<file path="src/rtl/cube_game_scorer.sv">
// cube_game_scorer: streaming "Game N: a red, b green; c blue\n" scorer producing feasible-ID and power sums.
// Define CUBE_GAME_SCORER_PARSE_CHECK_EN to flag malformed input on parse_error.
module cube_game_scorer #(
  parameter int COUNT_W     = 8,
  parameter int ID_W        = 16,
  parameter int RESULT_W    = 64,
  parameter int LIMIT_RED   = 12,
  parameter int LIMIT_GREEN = 13,
  parameter int LIMIT_BLUE  = 14
) (
  input  logic                clk,
  input  logic                rst_n,
  input  logic                input_valid,
  input  logic [7:0]          char_in,
  input  logic                input_last,
  output logic                input_ready,
  output logic [RESULT_W-1:0] result_possible,
  output logic [RESULT_W-1:0] result_power,
  output logic                output_valid,
  output logic                parse_error
);
  localparam logic [3:0] IDLE = 4'd0, GAME_ID = 4'd1, PRE_NUM = 4'd2, NUM = 4'd3, COLOR = 4'd4,
                         POST_COL = 4'd5, MUL1 = 4'd6, MUL2 = 4'd7, DONE = 4'd8;
`ifdef CUBE_GAME_SCORER_PARSE_CHECK_EN
  localparam logic CHECK = 1'b1;
`else
  localparam logic CHECK = 1'b0;
`endif
  localparam logic [COUNT_W-1:0] LIM_R = COUNT_W'(LIMIT_RED);
  localparam logic [COUNT_W-1:0] LIM_G = COUNT_W'(LIMIT_GREEN);
  localparam logic [COUNT_W-1:0] LIM_B = COUNT_W'(LIMIT_BLUE);
  logic [3:0]             state, nxt;
  logic [ID_W-1:0]        id, id_sat;
  logic [COUNT_W-1:0]     cnt, cnt_sat, max_r, max_g, max_b;
  logic [2*COUNT_W-1:0]   prod;
  logic [3*COUNT_W-1:0]   power;
  logic [COUNT_W+3:0]     cnt_x;
  logic [ID_W+3:0]        id_x;
  logic                   bad, last_pend, err, acc, dig;
  assign input_ready  = state != MUL1 && state != MUL2 && state != DONE;
  assign output_valid = state == DONE;
  assign acc   = input_valid && input_ready;
  assign dig   = char_in >= "0" && char_in <= "9";
  // decimal accumulate with clamp to all-ones; the extra 4 bits catch overflow
  assign cnt_x   = {4'd0, cnt} * (COUNT_W+4)'(10) + (COUNT_W+4)'(char_in[3:0]);
  assign id_x    = {4'd0, id} * (ID_W+4)'(10) + (ID_W+4)'(char_in[3:0]);
  assign cnt_sat = |cnt_x[COUNT_W+3:COUNT_W] ? '1 : cnt_x[COUNT_W-1:0];
  assign id_sat  = |id_x[ID_W+3:ID_W] ? '1 : id_x[ID_W-1:0];
  assign power   = (3*COUNT_W)'(prod) * (3*COUNT_W)'(max_b);
  always_comb begin
    nxt = state;
    err = 1'b0;
    if (state == MUL1) nxt = MUL2;
    else if (state == MUL2) nxt = last_pend ? DONE : IDLE;
    else if (acc && input_last) begin
      nxt = state == POST_COL ? MUL1 : DONE;
      err = state != POST_COL && state != IDLE;
    end else if (acc) begin
      case (state)
        IDLE:     nxt = char_in == " " ? GAME_ID : IDLE;
        GAME_ID:  begin nxt = char_in == ":" ? PRE_NUM : GAME_ID; err = !dig && char_in != ":"; end
        PRE_NUM:  begin nxt = char_in == " " ? NUM : PRE_NUM; err = char_in != " "; end
        NUM:      begin nxt = char_in == " " ? COLOR : NUM; err = !dig && char_in != " "; end
        COLOR:    begin
          nxt = (char_in == "r" || char_in == "g" || char_in == "b") ? POST_COL : COLOR;
          err = nxt == COLOR;
        end
        POST_COL: nxt = (char_in == "," || char_in == ";") ? PRE_NUM : char_in == "\n" ? MUL1 : POST_COL;
        default:  nxt = state;
      endcase
    end
  end
  always_ff @(posedge clk or negedge rst_n) begin
    if (!rst_n) begin
      state           <= IDLE;
      id              <= '0;
      cnt             <= '0;
      max_r           <= '0;
      max_g           <= '0;
      max_b           <= '0;
      prod            <= '0;
      bad             <= 1'b0;
      last_pend       <= 1'b0;
      parse_error     <= 1'b0;
      result_possible <= '0;
      result_power    <= '0;
    end else begin
      state       <= nxt;
      parse_error <= parse_error | (err & CHECK);
      if (acc && input_last && state == POST_COL) last_pend <= 1'b1;
      if (acc && !input_last) begin
        case (state)
          IDLE:    if (char_in == " ") begin
            id    <= '0;
            max_r <= '0;
            max_g <= '0;
            max_b <= '0;
            bad   <= 1'b0;
          end
          GAME_ID: if (dig) id <= id_sat;
          PRE_NUM: if (char_in == " ") cnt <= '0;
          NUM:     if (dig) cnt <= cnt_sat;
          COLOR:   if (char_in == "r") begin
            max_r <= cnt > max_r ? cnt : max_r;
            bad   <= bad | (cnt > LIM_R);
          end else if (char_in == "g") begin
            max_g <= cnt > max_g ? cnt : max_g;
            bad   <= bad | (cnt > LIM_G);
          end else if (char_in == "b") begin
            max_b <= cnt > max_b ? cnt : max_b;
            bad   <= bad | (cnt > LIM_B);
          end
          default: ;
        endcase
      end
      if (state == MUL1) prod <= (2*COUNT_W)'(max_r) * (2*COUNT_W)'(max_g);
      if (state == MUL2) begin
        result_power <= result_power + RESULT_W'(power);
        if (!bad) result_possible <= result_possible + RESULT_W'(id);
      end
    end
  end
endmodule

</file>
<file path="config.mk">
export PLATFORM = sky130hd
export DESIGN_NAME = cube_game_scorer
export DESIGN_NICKNAME = d
export VERILOG_FILES = /design/src/rtl/cube_game_scorer.sv
export SDC_FILE = /design/constraint.sdc
export NUM_CORES = 1
export LEC_CHECK = 0
export CORE_MARGIN = 5
export CORE_UTILIZATION = 30
export DETAILED_ROUTE_END_ITERATION = 8
export PLACE_DENSITY = 0.58
export SYNTH_ARGS = -nofsm -noshare
export SYNTH_HDL_FRONTEND = slang
export SYNTH_SLANG_ARGS = --single-unit
</file>
<file path="constraint.sdc">
create_clock -name clk -period 6.8 [get_ports clk]
set_clock_uncertainty 0.15 [all_clocks]
set_input_delay 1.02 -clock clk [delete_from_list [all_inputs] [get_ports clk]]
set_output_delay 1.02 -clock clk [all_outputs]
set_load 0.02 [all_outputs]
</file>
Yosys cells after proc, flatten, opt, wreduce, memory -nomap -nowiden
Cells that the tools add are included.

Register bits after elaboration: 198. Input port bits: 12. Logic and storage cells: 129.

Add/subtract/negate cells: 4. Multipliers: 4. Order comparisons: 8. Equality and inequality tests: 32. Muxes and demuxes: 39. Bitwise logic cells: 4. Reduce and logical (&&, ||, !) cells: 27.

Operator list (number): 2-to-1 mux 8 bit (12); adder 64 x 16 -> 64 bit (1); adder 64 x 24 -> 64 bit (1); case mux 8 bit (2 select lines) (4); 2-to-1 mux 16 bit (3); == test 8 x 6 -> 1 bit, second input constant (4); case mux 16 bit (2 select lines) (1); == test 8 x 7 -> 1 bit, second input constant (3); greater-than comparator 8 x 4 -> 1 bit, second input constant (3); greater-than comparator 8 bit (3); multiplier 16 x 8 -> 24 bit (1); 2-to-1 mux 4 bit (6); inequality test 2 bit, second input constant (12); case mux 4 bit (6 select lines) (1); adder 20 x 4 -> 20 bit (1); multiplier 16 x 3 -> 19 bit, second input constant (1); == test 4 x 3 -> 1 bit, second input constant (4); multiplier 8 x 8 -> 16 bit (1); adder 12 x 4 -> 12 bit (1); AND reduction 4 bit (3); multiplier 8 x 3 -> 11 bit, second input constant (1); nonzero test 9 bit (1); == test 4 x 2 -> 1 bit, second input constant (2); == test 8 x 4 -> 1 bit, second input constant (1); other kinds (23) (47).

Depth between registers and ports, before layout
Gate-level depths: netlist of run 1.

Depth after elaboration: 9. Depth in mapped cells: 22. Mapped depth without buffers: 19.

Worst setup path before layout of run 1
No wires, ideal clock.

Path kind: reg-to-reg. From: reg max_b[1]. To: reg result_power[53]. Arrival time: 5.264 ns. Required time: 6.518 ns. Setup slack: 1.253 ns. Stages on the path, launching flop included: 21. Path buffers: 3. Clock period less this slack: 5.547 ns. Cell sequence: dfrtp_1 -> clkbuf_1 -> clkbuf_1 -> nand2_1 -> fa_1 -> inv_1 -> fa_1 -> fa_1 -> inv_1 -> fa_1 -> inv_1 -> ha_1 -> a21o_1 -> or3_1 -> o211a_1 -> a211oi_2 -> o211ai_1 -> a31oi_1 -> buf_2 -> nor3_1 -> xor2_1.

Longest elaborated chain between the ends: 2.

Ends and longest elaborated chain: start, declared (RTL line 34) `logic [COUNT_W-1:0] cnt, cnt_sat, max_r, max_g, max_b;`; start signal, assigned (RTL line 110) `max_b <= cnt > max_b ? cnt : max_b;`; multiplier 16 x 8 -> 24 bit (RTL line 49) `assign power = (3*COUNT_W)'(prod) * (3*COUNT_W)'(max_b);`; adder 64 x 24 -> 64 bit (RTL line 118) `result_power <= result_power + RESULT_W'(power);`; end signal, assigned (RTL line 118); end, declared (RTL line 18) `output logic [RESULT_W-1:0] result_power,`.

No other way between the ends. A chain may end at the register's enable or synchronous reset.

Worst setup path after layout of run 1
From: reg max_b[1]. To: reg result_power[50].

Same word-level chain as after synthesis.

==> results of run 1 <==
==> worst max path at each step <==
stage / depth (start not counted) / end / start
2_1_floorplan: 20 / result_power[53] / max_b[1]
3_3_place_gp: 17 / result_power[52] / max_b[1]
3_5_place_dp: 17 / result_power[50] / max_b[1]
4_1_cts: 17 / result_power[50] / max_b[1]
5_1_grt: 17 / result_power[50] / max_b[1]
6_report: 17 / result_power[50] / max_b[1]
==> logic make-up (layout without fill, tap and decap cells) <==
group | Yosys count | after routing | share of synthesized area, %
AOI/OAI and AO/OA | 348 | 348 | 12.5
xor gates and xnor gates | 153 | 153 | 7.28
adders and majority gates | 318 | 318 | 27.6
buffers and inverters | 300 | 425 | 6.23
DFF | 198 | 198 | 26.9
muxes | 15 | 15 | 0.836
other | 1 | 1 | 0.0204
and+or+nand+nor | 674 | 674 | 18.6
==> metal layers <==
layer  GRT usage [%]  vias up  wire, um
met5               0        -         0
met4            3.69        0       923
met3            2.59       52      1710
met2            24.0      264     22500
met1            19.3     7146     21800
li1                -     6939         -
==> power by group through the flow <==
| stage | clock network [mW] | registers (mW) | logic (mW) |
|---|---|---|---|
| 4_1_cts | 1.09 | 1.19 | 0.107 |
| 3_3_place_gp | 0 | 1.22 | 0.107 |
| 5_1_grt | 1.15 | 1.20 | 0.120 |
| 3_5_place_dp | 0 | 1.22 | 0.107 |
| 6_report | 1.06 | 1.19 | 0.105 |
| 2_1_floorplan | 0 | 1.20 | 0.0642 |
==> worst reg2reg max path, stage by stage, from the launching register on <==
cell and delay [ns]:
sky130_fd_sc_hd__dfrtp_1 0.75, sky130_fd_sc_hd__nand2_1 0.16, sky130_fd_sc_hd__fa_1 0.54, sky130_fd_sc_hd__inv_1 0.05
sky130_fd_sc_hd__fa_1 0.49, sky130_fd_sc_hd__inv_1 0.05, sky130_fd_sc_hd__fa_1 0.46, sky130_fd_sc_hd__fa_1 0.55
sky130_fd_sc_hd__inv_1 0.05, sky130_fd_sc_hd__ha_1 0.35, sky130_fd_sc_hd__a21o_1 0.20, sky130_fd_sc_hd__nand2_1 0.08
sky130_fd_sc_hd__nand3_1 0.14, sky130_fd_sc_hd__a41oi_1 0.49, sky130_fd_sc_hd__a211oi_1 0.20, sky130_fd_sc_hd__o22ai_2 0.66
sky130_fd_sc_hd__nor4b_1 0.18, sky130_fd_sc_hd__xor2_1 0.19
==> metrics by stage <==
| stage | hold slack, ns | setup WS, ns | instances | cell area [um2] | power [mW] |
|---|---|---|---|---|---|
| after floorplan | 0.293 | 1.25 | 2007 | 18400 | 1.27 |
| after global placement | 0.304 | 1.04 | 2882 | 20600 | 1.32 |
| after detailed placement | 0.310 | 0.904 | 2882 | 20600 | 1.32 |
| after CTS | 0.322 | 0.881 | 2914 | 21200 | 2.39 |
| after global routing | 0.355 | 0.456 | 2914 | 21200 | 2.46 |
| final | 0.323 | 0.922 | 2914 | 21200 | 2.36 |
==> sequential cells by signal (all words and copies together) (netlist names) <==
signal           cells
result_possible     64
result_power        64
id                  16
prod                16
cnt                  8
max_b                8
max_g                8
max_r                8
state                4
bad                  1
last_pend            1
==> cell usage in the layout, fill, tap and decap left out, types with 21 or more instances in the layout <==
cell                              netlist  final
sky130_fd_sc_hd__and2_1                98     98
sky130_fd_sc_hd__dfrtp_1              198    198
sky130_fd_sc_hd__nand2_1              259    259
sky130_fd_sc_hd__a21o_1                39     39
sky130_fd_sc_hd__o21ai_0              115    115
sky130_fd_sc_hd__xor2_1                97     97
sky130_fd_sc_hd__fa_1                 147    147
sky130_fd_sc_hd__nor2_1                89     89
sky130_fd_sc_hd__nor3_1                38     38
sky130_fd_sc_hd__nand3_1               39     39
sky130_fd_sc_hd__and3_1                21     21
sky130_fd_sc_hd__clkdlybuf4s50_1        0    140
sky130_fd_sc_hd__xnor2_1               56     56
sky130_fd_sc_hd__inv_1                239    239
sky130_fd_sc_hd__a21oi_1               55     55
sky130_fd_sc_hd__ha_1                 171    171
sky130_fd_sc_hd__nand4_1               21     21
==> layout make-up <==
cell class,instances,area [um2],area share (%)
multi-input cells,1509,12300,58.0
repair buffers,151,1490,7.01
clock inverters,14,163,0.766
flip-flops and latches,198,4950,23.3
well taps,782,978,4.61
clock buffers,18,439,2.07
inverters,242,908,4.28
==> flow_summary.toml, run 1 <==
[run_status]
status = "completed"

[power_and_ir_drop]
power.sequential.fraction_pct = 50.6
power.leakage_nw = 10.8
p_per_area_nw_per_um2 = 111
clock_power_share_pct = 44.9
switching_power_uw = 612
comb_power_share_pct = 4.4
cellInternalPower_mw = 1.75
worst_ir_drop_vdd_mv = 0.188
sw_frac_of_total_pct = 26.0

[global_routing]
initial_antenna_violation_count = 0
grt_max_degree = 98
vias_in_the_first_global_route = 14900
grt.overflow.total = 0
track_usage_pct = 14.4
grt_pass1_wl_um = 79000

[setup_path]
critical_path.slowest_cell = "sky130_fd_sc_hd__dfrtp_1"
timing.reg2reg.worst_path_depth = 17
worst_path_dominant_cell_family = "adder cells"
reg2reg_setup_slack_ns = 0.92
cp_max_fo = 19
worst_setup_path_end_kind = "flop"
worst_setup_path_start_kind = "flop"
worst_path_largest_cell_delay_ns = 0.75
timing.critical_path.arrival_ns = 6.06
worstPathRequired_ns = 6.98
crit_type = "flop to flop"
worstReg2RegEnd = "result_power[50]"
crit_path_cell_trace = "nand2_1 -> fa_1 -> inv_1 -> fa_1 -> inv_1 -> fa_1 -> fa_1 -> inv_1 -> ha_1 -> a21o_1 -> nand2_1 -> nand3_1 -> a41oi_1 -> a211oi_1 -> o22ai_2 -> nor4b_1 -> xor2_1"
worst_flop_to_flop_path_startpoint = "max_b[1]"
crit_top_cell = "sky130_fd_sc_hd__fa_1"
worst_path_buffer_plus_inverter_count = 3

[logic_synthesis]
synth_cells = 2007
synthTopCellsByArea = "sky130_fd_sc_hd__dfrtp_1, sky130_fd_sc_hd__fa_1, sky130_fd_sc_hd__ha_1"
cell_area_after_technology_mapping_um2 = 18400
synth.most_common_cell = "sky130_fd_sc_hd__nand2_1"
synth_seq_area_share_pct = 26.9
yosysUniqueCellTypes = 85
ys_dominant_reg_cell = "sky130_fd_sc_hd__dfrtp_1"
synth.top_cell.area_share_pct = 26.9
synth_largest_area_cell = "sky130_fd_sc_hd__dfrtp_1"
synth_enable_flop_cells = 0
syn-num-nets = 2337
netlist_top_cells_count = "sky130_fd_sc_hd__nand2_1, sky130_fd_sc_hd__inv_1, sky130_fd_sc_hd__dfrtp_1, sky130_fd_sc_hd__ha_1, sky130_fd_sc_hd__fa_1"
share_of_flip_flops_with_an_asynchronous_set_or_reset_pct = 100
synth_warn = 0
yosys_register_bits = 198
syn_area_per_cell_um2 = 9.17

[sta]
finalCritPeriodShare_pct = 86.4
timing.setup.tns_ns = 0
hold_viol_final = 0
fmax_mhz = 170
slew-limit-headroom_pct = 12.5
min_period_ns = 5.88
maxSlewViolCount = 0
setup-violations-final = 0
rsz0062_at_grt = "false"
max_slew.worst_pin.slew_ns = 1.29

[clock_tree]
cts_inserted_buffers = 17
cts_tree = "done"
clock_latency_ns = 0.47
clockBufferDepth = 2
path_clk_slew_ns = 0.08
cts_setup_buffers = 0
cts_num_sinks = 198
postCtsResizedCells = 0
htree_num_levels = 4
clock_root_buffer = "sky130_fd_sc_hd__clkbuf_16"
holdBufCountCts = 0

[routing]
drc = 0
via_per_inst = 4.94
wire_per_inst_um = 16.1
via_count = 14400
detail_route.iter0.violations = 724
detail_route.wirelength_um = 46900
drt_pre_antenna_iters = 5
antenna_left = 0

[placement]
place.port_buffers = 141
gp_congestion = 0.845
detailedPlacementHpwl_um = 37500

[floorplanning]
core_area_um2 = 60600
ios = 143
die_w_um = 258
die_area_um2 = 66400
fp.dieH_um = 258
start_util_pct = 30.4
placement_rows = 90

[run]
drv_cap = 0

[finish]
final_util_pct = 35.1
n_fill_cell = 6176
drive_gt1_share_pct = 4.36
final_net_count = 2449
layout-area-overhead-vs-synth_pct = 15.5
insertedDiodeCount = 0

[worst_hold_path]
holdPathEnd = "result_power[63]"
worst_hold_path.num_cells = 1
hold_path.class = "flop to flop"
worst_hold_startpoint = "result_power[63]"
No activity file was read; power rests on OpenSTA's default activity.
==> run 2, diff against run 1 <==
- SLEW_MARGIN: not set -> 30
==> flow_summary.toml, run 2 (same netlist as run 1, synthesis figures left out) <==
[global_routing]
initial_antenna_violation_count = 0
grt.overflow.total = 0
vias_in_the_first_global_route = 14900
grt_max_degree = 98
grt_pass1_wl_um = 79000
track_usage_pct = 14.4

[routing]
antenna_left = 0
detail_route.wirelength_um = 47200
wire_per_inst_um = 16.2
drc = 0
drt_pre_antenna_iters = 5
detail_route.iter0.violations = 747
via_count = 14500
via_per_inst = 4.96

[finish]
multi_input_area_um2 = 12300
design_area_um2 = 21300
ff_latch_area_um2 = 4950
drive_gt1_share_pct = 4.64
n_fill_cell = 6190
final_net_count = 2450
biggest_registers_after_layout = "result_possible: 64 flops, result_power: 64 flops"
insertedDiodeCount = 0
layout_commonest_cell = "sky130_fd_sc_hd__nand2_1"
layout.cells.most_common_list = "sky130_fd_sc_hd__nand2_1, sky130_fd_sc_hd__inv_1, sky130_fd_sc_hd__dfrtp_1"
layout-area-overhead-vs-synth_pct = 15.9

[sta]
min_period_ns = 5.86
layout_setup_ws_ns = 0.945
slew-limit-headroom_pct = 43.3
rsz0062_at_grt = "false"
maxSlewViolCount = 0
max_slew.worst_pin.slew_ns = 0.850
setup-violations-final = 0
fmax_mhz = 171
finalHoldWorstSlack_ns = 0.324
hold_viol_final = 0
timing.setup.tns_ns = 0
finalCritPeriodShare_pct = 86.1

[floorplanning]
ios = 143
die_area_um2 = 66400
core_area_um2 = 60600
placement_rows = 90
die_w_um = 258
start_util_pct = 30.4
fp.dieH_um = 258

[clock_tree]
clock_root_buffer = "sky130_fd_sc_hd__clkbuf_16"
cts_num_sinks = 198
holdBufCountCts = 0
htree_num_levels = 4
clock_latency_ns = 0.47
cts_setup_buffers = 0
clockBufferDepth = 2
postCtsResizedCells = 0
path_clk_slew_ns = 0.09
cts_inserted_buffers = 17
cts_tree = "done"

[placement]
detailedPlacementHpwl_um = 37600
gp_congestion = 0.845
dpl_cell_area_um2 = 20700
place_ws_ns = 0.901
place.port_buffers = 141

[setup_path]
critical_path.slowest_cell = "sky130_fd_sc_hd__dfrtp_1"
crit_path_cell_trace = "nand2_1 -> fa_1 -> inv_1 -> fa_1 -> fa_1 -> inv_1 -> fa_1 -> inv_1 -> ha_1 -> a21o_1 -> or3_1 -> o211a_1 -> a211oi_2 -> o211ai_1 -> a31oi_1 -> nor3b_1 -> xor2_1"
reg2reg_setup_slack_ns = 0.94
timing.critical_path.arrival_ns = 6.05
cp_max_fo = 18
worst_path_largest_cell_delay_ns = 0.73
crit_top_cell = "sky130_fd_sc_hd__fa_1"
setup.worst_path.start = "max_b[1]"
worst_setup_path_start_kind = "flop"
crit_type = "flop to flop"
endpoint = "result_power[29]"
timing.reg2reg.worst_path_depth = 17
worstReg2RegEnd = "result_power[29]"
worst_flop_to_flop_path_startpoint = "max_b[1]"
worst_setup_path_end_kind = "flop"
worstPathRequired_ns = 6.99

[power_and_ir_drop]
worst_ir_drop_vdd_mv = 0.178
sw_frac_of_total_pct = 27.4
clock_power_share_pct = 46.3
p_per_area_nw_per_um2 = 114
post-layout-total-power_mw = 2.42
power.sequential.fraction_pct = 49.3
cellInternalPower_mw = 1.76
power.leakage_nw = 10.9
comb_power_share_pct = 4.4
switching_power_uw = 663

[run_status]
status = "completed"

[run]
drv_cap = 0

[worst_hold_path]
hold_path.class = "flop to flop"
[run 2: worst min path at each step]
| stage | startpoint | to | slack, ns | cells after the start |
|---|---|---|---|---|
| after floorplan | last_pend | last_pend | 0.29 | 1 |
| after global placement | last_pend | last_pend | 0.30 | 1 |
| after detailed placement | result_power[63] | result_power[63] | 0.31 | 1 |
| after CTS | result_power[63] | result_power[63] | 0.32 | 1 |
| after global routing | result_possible[63] | result_possible[63] | 0.36 | 1 |
| final | result_power[63] | result_power[63] | 0.32 | 1 |
[run 2: per-layer routing]
layer  up-vias  part of all wire [%]  GRT usage [%]
li1       6948                     -              -
met2       265                    48           24.2
met3        54                   3.7           2.68
met5         -                     0              0
met4         0                   1.9           3.60
met1      7194                    46           19.2
[run 2: final cells by class]
type	instances	share of cell area, %
multi-input combinational	1509	57.9
sequential	198	23.2
timing repair buffer	152	7.01
tap	782	4.59
inverter	242	4.26
clock buffer	17	2.00
clock inverter	15	1.03
[run 2: worst max-delay path, delay by kind of cell, from the launching register on]
family | cells | cell delay [ns]
adder cells (fa/ha/maj) | 5 | 2.37
AO/OA/AOI/OAI | 5 | 1.54
flip-flops | 1 | 0.73
AND/OR/NAND/NOR | 3 | 0.62
XOR/XNOR | 1 | 0.17
buffers and inverters | 3 | 0.15
[run 2: power groups by stage]
| stage | logic [mW] | registers [mW] | clock network, mW |
|---|---|---|---|
| after global placement | 0.107 | 1.22 | 0 |
| after floorplan | 0.0642 | 1.20 | 0 |
| after global routing | 0.119 | 1.20 | 1.21 |
| final | 0.106 | 1.20 | 1.12 |
| after CTS | 0.107 | 1.20 | 1.15 |
| after detailed placement | 0.106 | 1.22 | 0 |
[run 2: through the flow]
stage               util [%]  instances
global route            35.2       2915
finish                  35.2       2915
floorplan                  -       2007
detailed placement      34.1       2883
global placement        34.1       2882
CTS                     35.2       2915
